### src/rtl/riscv_core_immgen.sv
// riscv_core_immgen: registered, handshaked immediate generator for the
// RV32IMC decode stage. It decodes the base-ISA and compressed immediate
// formats from the raw instruction word and extends them to XLEN. A main
// register plus a one-entry skid register keep o_immgen_ready fully
// registered, with no combinational path from i_immgen_ready.
module riscv_core_immgen #(
  parameter int XLEN = 32,
  parameter int EN_C = 1
) (
  input  logic            i_clk,
  input  logic            i_rst_n,
  input  logic            i_immgen_valid,
  output logic            o_immgen_ready,
  input  logic [31:0]     i_immgen_instr,
  input  logic [3:0]      i_immgen_immsrc,
  input  logic            i_immgen_flush,
  output logic            o_immgen_valid,
  input  logic            i_immgen_ready,
  output logic [XLEN-1:0] o_immgen_imm,
  output logic            o_immgen_illegal
);

  typedef enum logic [1:0] {
    ST_EMPTY = 2'd0,
    ST_ONE   = 2'd1,
    ST_FULL  = 2'd2
  } state_e;

  localparam logic C_ENABLED = (EN_C != 32'sd0) ? 1'b1 : 1'b0;

  // Format decode. Every format is first built as a 32-bit value whose
  // upper bits already carry the correct sign or zero extension, so one
  // common step widens it to XLEN afterwards. Zero-extended formats have
  // bit 31 clear, so sign-extending them again is harmless.
  function automatic logic [31:0] imm_raw32(input logic [31:0] ins,
                                            input logic [3:0]  src);
    logic [31:0] r;
    r = 32'd0;
    case (src)
      4'd0:  r = {{20{ins[31]}}, ins[31:20]};
      4'd1:  r = {{20{ins[31]}}, ins[31:25], ins[11:7]};
      4'd2:  r = {{19{ins[31]}}, ins[31], ins[7], ins[30:25], ins[11:8], 1'b0};
      4'd3:  r = {{11{ins[31]}}, ins[31], ins[19:12], ins[20], ins[30:21], 1'b0};
      4'd4:  r = {ins[31:12], 12'd0};
      4'd5:  r = 32'd0;
      4'd6:  r = {27'd0, ins[19:15]};
      4'd7:  r = {{26{ins[12]}}, ins[12], ins[6:2]};
      4'd8:  r = {24'd0, ins[3:2], ins[12], ins[6:4], 2'b00};
      4'd9:  r = {24'd0, ins[8:7], ins[12:9], 2'b00};
      4'd10: r = {25'd0, ins[5], ins[12:10], ins[6], 2'b00};
      4'd11: r = {{20{ins[12]}}, ins[12], ins[8], ins[10:9], ins[6], ins[7],
                  ins[2], ins[11], ins[5:3], 1'b0};
      4'd12: r = {{23{ins[12]}}, ins[12], ins[6:5], ins[2], ins[11:10],
                  ins[4:3], 1'b0};
      4'd13: r = {22'd0, ins[10:7], ins[12:11], ins[5], ins[6], 2'b00};
      4'd14: r = {{22{ins[12]}}, ins[12], ins[4:3], ins[5], ins[2], ins[6],
                  4'd0};
      4'd15: r = {{14{ins[12]}}, ins[12], ins[6:2], 12'd0};
      default: r = 32'd0;
    endcase
    return r;
  endfunction

  // Reserved-encoding check: compressed formats when C is disabled, and
  // the nz-immediate formats (ADDI4SPN, ADDI16SP, LUI) with a zero value.
  function automatic logic imm_illegal(input logic [3:0]  src,
                                       input logic [31:0] raw);
    logic ill;
    ill = 1'b0;
    if ((src >= 4'd7) && !C_ENABLED) begin
      ill = 1'b1;
    end else if ((src >= 4'd13) && (raw == 32'd0)) begin
      ill = 1'b1;
    end else begin
      ill = 1'b0;
    end
    return ill;
  endfunction

  logic [31:0]     imm_raw_s;
  logic [XLEN-1:0] imm_ext_s;
  logic [XLEN-1:0] new_imm_s;
  logic            new_ill_s;
  logic            accept_s;
  logic            drain_s;
  logic            unused_s;

  state_e          state_r;
  logic            m_valid_r;
  logic [XLEN-1:0] m_imm_r;
  logic            m_ill_r;
  logic            s_valid_r;
  logic [XLEN-1:0] s_imm_r;
  logic            s_ill_r;

  // The two compressed-opcode bits never take part in any immediate.
  assign unused_s = ^i_immgen_instr[1:0];

  assign imm_raw_s = imm_raw32(i_immgen_instr, i_immgen_immsrc);

  generate
    if (XLEN == 64) begin : g_x64
      assign imm_ext_s = {{32{imm_raw_s[31]}}, imm_raw_s};
    end else begin : g_x32
      assign imm_ext_s = imm_raw_s;
    end
  endgenerate

  // Illegal entries carry a forced-zero immediate.
  always_comb begin
    new_ill_s = imm_illegal(i_immgen_immsrc, imm_raw_s);
    new_imm_s = {XLEN{1'b0}};
    if (new_ill_s) begin
      new_imm_s = {XLEN{1'b0}};
    end else begin
      new_imm_s = imm_ext_s;
    end
  end

  assign accept_s = i_immgen_valid & ~s_valid_r;
  assign drain_s  = m_valid_r & i_immgen_ready;

  // Main/skid storage state machine; flush beats every other event.
  always_ff @(posedge i_clk or negedge i_rst_n) begin
    if (!i_rst_n) begin
      state_r   <= ST_EMPTY;
      m_valid_r <= 1'b0;
      m_imm_r   <= {XLEN{1'b0}};
      m_ill_r   <= 1'b0;
      s_valid_r <= 1'b0;
      s_imm_r   <= {XLEN{1'b0}};
      s_ill_r   <= 1'b0;
    end else if (i_immgen_flush) begin
      state_r   <= ST_EMPTY;
      m_valid_r <= 1'b0;
      m_imm_r   <= {XLEN{1'b0}};
      m_ill_r   <= 1'b0;
      s_valid_r <= 1'b0;
      s_imm_r   <= {XLEN{1'b0}};
      s_ill_r   <= 1'b0;
    end else begin
      case (state_r)
        ST_EMPTY: begin
          if (accept_s) begin
            state_r   <= ST_ONE;
            m_valid_r <= 1'b1;
            m_imm_r   <= new_imm_s;
            m_ill_r   <= new_ill_s;
          end
        end
        ST_ONE: begin
          if (accept_s && drain_s) begin
            m_imm_r <= new_imm_s;
            m_ill_r <= new_ill_s;
          end else if (accept_s) begin
            state_r   <= ST_FULL;
            s_valid_r <= 1'b1;
            s_imm_r   <= new_imm_s;
            s_ill_r   <= new_ill_s;
          end else if (drain_s) begin
            state_r   <= ST_EMPTY;
            m_valid_r <= 1'b0;
            m_imm_r   <= {XLEN{1'b0}};
            m_ill_r   <= 1'b0;
          end
        end
        ST_FULL: begin
          // The skid register is full, so no accept can happen here.
          if (drain_s) begin
            state_r   <= ST_ONE;
            m_imm_r   <= s_imm_r;
            m_ill_r   <= s_ill_r;
            s_valid_r <= 1'b0;
            s_imm_r   <= {XLEN{1'b0}};
            s_ill_r   <= 1'b0;
          end
        end
        default: begin
          state_r   <= ST_EMPTY;
          m_valid_r <= 1'b0;
          m_imm_r   <= {XLEN{1'b0}};
          m_ill_r   <= 1'b0;
          s_valid_r <= 1'b0;
          s_imm_r   <= {XLEN{1'b0}};
          s_ill_r   <= 1'b0;
        end
      endcase
    end
  end

  assign o_immgen_ready   = ~s_valid_r;
  assign o_immgen_valid   = m_valid_r;
  assign o_immgen_imm     = m_imm_r;
  assign o_immgen_illegal = m_ill_r;

endmodule

### config.mk
export PLATFORM = sky130hd
export DESIGN_NAME = riscv_core_immgen
export DESIGN_NICKNAME = d
export VERILOG_FILES = /design/src/rtl/riscv_core_immgen.sv
export SDC_FILE = /design/constraint.sdc
export NUM_CORES = 1
export LEC_CHECK = 0
export CAP_MARGIN = 15
export CORE_UTILIZATION = 45
export CTS_BUF_LIST = sky130_fd_sc_hd__clkbuf_8
export DETAILED_ROUTE_END_ITERATION = 10
export PLACE_DENSITY = 0.71
export SETUP_SLACK_MARGIN = 0.02
export SYNTH_ARGS = -nofsm -noshare
export SYNTH_HDL_FRONTEND = slang
export SYNTH_SLANG_ARGS = --single-unit
### constraint.sdc
create_clock -name i_clk -period 2.6 [get_ports i_clk]
set_input_delay 0.52 -clock i_clk [delete_from_list [all_inputs] [get_ports i_clk]]
set_output_delay 0.52 -clock i_clk [all_outputs]
set_load 0.005 [all_outputs]
==> run_results.csv <==
group,metric,value,unit
synth,netlist_area,4234,um2
detailed_routing,wl,12.90,mm
grt,grt_overflow,0,
cells_and_area,final_nets,633,
detailed_routing,route.vias.total,4230,
grt,track_usage,27.25,%
sta,finalCriticalPeriod,2.440,ns
cells_and_area,area.growth.synth_to_final,36.26,%
floorplan,start_util,46.04,%
floorplan,die_h,99,um
power_and_ir_drop,p_sw,0.0008946,W
synth,synth_simple_gate_area_share,18.56,%
cells_and_area,post-route-util,62.73,%
synth,async_flop_share,100.0,%
clock_tree,cts_buffers,9,
power_and_ir_drop,power_density,526.8,nW/um2
floorplan,rows,35,
worst_hold_path,hp-class,"input port to async pin",
synth,ys_top_cells_by_area,"dfrtp_1 41%, nand2_1 6.6%, o21ai_0 5.9%",
synth,synth_cell_type_count,64,
power_and_ir_drop,sw_frac_of_total,29.44,%
clock_tree,max-clock-path-buffers,2,
job,maxCapViolCount,0,
setup_path,critPathSlowestCell,"clkdlybuf4s50_1",
sta,worst_pin_slew,0.6421,ns
synth,ys_seq_area_share,41.37,%
setup_path,crit_required,2.84,ns
setup_path,worstSetupPathType,"input port to flip-flop",
sta,finalMaxSlewViolations,0,
grt,grt_pass1_vias,4061,
detailed_routing,antenna_left,0,
cells_and_area,drive_gt1_share,18.43,%
sta,hold_violations,0,
clock_tree,clk_latency,0.34,ns
power_and_ir_drop,power_frac_comb,27.0,%
floorplan,io-pin-count,76,
clock_tree,cts.reportedPaths.clkPinSlew,0.09,ns
synth,synth_mux_area_share,2.955,%
detailed_routing,viasPerCell,5.975,
clock_tree,cts-root-buf,"clkbuf_8",
synth,synth_cells,479,
setup_path,crit_family,"buffers and inverters",
sta,fin_hold_ws,0.1931,ns
synth,syn_nets,520,
sta,post-route-period-util,93.84,%
synth,ys.flop_type,"dfrtp_1",
grt,grt_max_degree,45,
synth,ys_seq_elements,70,
synth,avgSynthCellArea,8.839,um2
synth,synth.most_common_cell,"nand2_1",
sta,fin_worst_skew,0.007283,ns
sta,slew_headroom,57.20,%
clock_tree,htree_levels,3,
floorplan,core,9196,um2
setup_path,crit_path_max_fanout,20,
synth,yosysWarnings,0,
synth,synth_area_leader_cell,"dfrtp_1",
synth,synth_top_family_by_area,"compound AO/OA/AOI/OAI gates",
detailed_routing,post-route-drc-count,0,
synth,synth-compound-area-share,30.11,%
placed_design,portBuffers,73,
status,status,"finished clean",
grt,antenna_found_initial,0,
sta,rsz0062_at_grt,"false",
grt,grt_pass1_wl,20.90,mm
clock_tree,cts_num_sinks,70,
setup_path,cpPeakStageDelay,0.45,ns
detailed_routing,dr.pass1.iters,5,
sta,fmax,409.9,MHz
floorplan,dieArea,9801,um2
setup_path,crit_path_start_kind,"input port",
setup_path,crit_path_end_kind,"flip-flop",
synth,synthAdderAreaFrac,0,%
detailed_routing,drt-wirelength-per-cell,18.22,um
detailed_routing,drt_first_iter_violations,207,
floorplan,die_x,99,um
synth,synth_common_cells,"74 x nand2_1, 70 x dfrtp_1, 50 x o21ai_0",
sta,setup_viol,0,
clock_tree,cts_tree,"built",
placed_design,hpwl,9.542,mm
power_and_ir_drop,ir_drop,0.0003077,V
synth,synth_top_area_share,41.37,%
power_and_ir_drop,p_int,0.002145,W
setup_path,crit_buf_inv,3,
synth,synth_edf_count,0,
placed_design,finalWeightedCongestion,0.9773,
power_and_ir_drop,clockPowerShare,33.8,%
power_and_ir_drop,p_leak,2.543,nW
setup_path,crit_chain,"clkdlybuf4s50_1, buf_12, nand2_1, o2bb2ai_1, a21oi_2, nor4bb_2, buf_4, nand4b_1, o31ai_1",
setup_path,cp.arrival,2.68,ns
synth,synth_xor_area_share,0.5910,%
power_and_ir_drop,sequentialPowerShare,39.3,%
cells_and_area,antenna_cells,0,
-- layout make-up --
cell class                      instances  area [um2]
Timing Repair Buffer                  147        1381
Multi-Input combinational cell        355        2231
Tap cell                              111       138.9
Clock buffer                           11       151.4
Inverter                                9       33.78
Clock inverter                          5       81.33
Fill cell                             823        3427
Sequential cell                        70        1752
-- flip-flops by register name, summed over array words and instances (netlist names) --
signal and cells:
o_immgen_valid 1, o_immgen_illegal 1, s_ill_r 1, s_valid_r 1, o_immgen_imm 32, s_imm_r 32
state_r 2
-- metal layers --
layer / global-route usage [%] / routed length [um]
met5: 0 / 0
met4: 8.726 / 272
met3: 5.816 / 824
met2: 43.20 / 5984
met1: 37.25 / 5819
-- worst paths after layout --
| check | start | end | slack [ns] | cells after the start |
|---|---|---|---|---|
| worst max register to register | state_r[0] | o_immgen_imm[19] | 0.70 | 6 |
| min in group i_clk | o_immgen_imm[10] | o_immgen_imm[10] | 0.48 | 2 |
| worst min-delay path | i_rst_n | s_imm_r[3] | 0.19 | 1 |
| worst min register to register | o_immgen_imm[10] | o_immgen_imm[10] | 0.48 | 2 |
| worst max-delay path | i_immgen_immsrc[0] | s_ill_r | 0.16 | 9 |
| max in group asynchronous | i_rst_n | o_immgen_imm[19] | 1.75 | 2 |
-- cell usage in the layout (no fill, tap or decap), types with 3 or more instances in the layout --
cell type and instances:
nand2_1 74, clkdlybuf4s50_1 72, dfrtp_1 70, buf_4 66, o21ai_0 50, a21oi_1 25, a22o_1 23, a22oi_1 22
nor2_1 16, clkbuf_8 11, nand3b_1 9, nand2b_1 9, mux2i_1 8, a2bb2oi_1 8, buf_12 8, inv_1 7
a21o_1 7, o21ai_1 7, nor3_1 6, nand3_1 6, nor2b_1 4, nor2_2 4, nor3b_1 4, o221ai_1 4
nand4b_1 4, o211ai_1 3, and2_1 3, and3b_1 3, o2bb2ai_1 3
-- power groups by stage --
| stage | Clock [W] | Combinational [W] | Sequential, W |
|---|---|---|---|
| 2_1_floorplan | 0 | 0.000401 | 0.00121 |
| 3_3_place_gp | 0 | 0.000800 | 0.00121 |
| 3_5_place_dp | 0 | 0.000811 | 0.00122 |
| 4_1_cts | 0.00104 | 0.000815 | 0.00119 |
| 5_1_grt | 0.00109 | 0.000888 | 0.00120 |
| 6_report | 0.00103 | 0.000819 | 0.00119 |
-- logic make-up after synthesis --
family	after synthesis
AND/OR/NAND/NOR	156
multiplexers	11
buffers and inverters	54
XOR/XNOR	2
AO/OA/AOI/OAI	186
flip-flops	70
-- what timing repair did --
action | CTS | global route
hold buffers | 0 | 0
endpoints found under the setup margin | 1 | 2
setup buffers | 0 | 0
resized for setup | 1 | 1
-- per-stage QoR --
step	setup TNS [ns]	worst slack (ns)	power (W)	instances	cell area (um2)
detailed placement	-0.8702	-0.3517	0.002026	692	5527
global route	0	0.05886	0.003176	708	5769
finish	0	0.1602	0.003039	708	5769
global placement	-0.7529	-0.3169	0.002010	692	5527
floorplan	0	0.5797	0.001610	479	4234
CTS	0	0.06411	0.003049	708	5766
(Power assumes the default switching activity.)
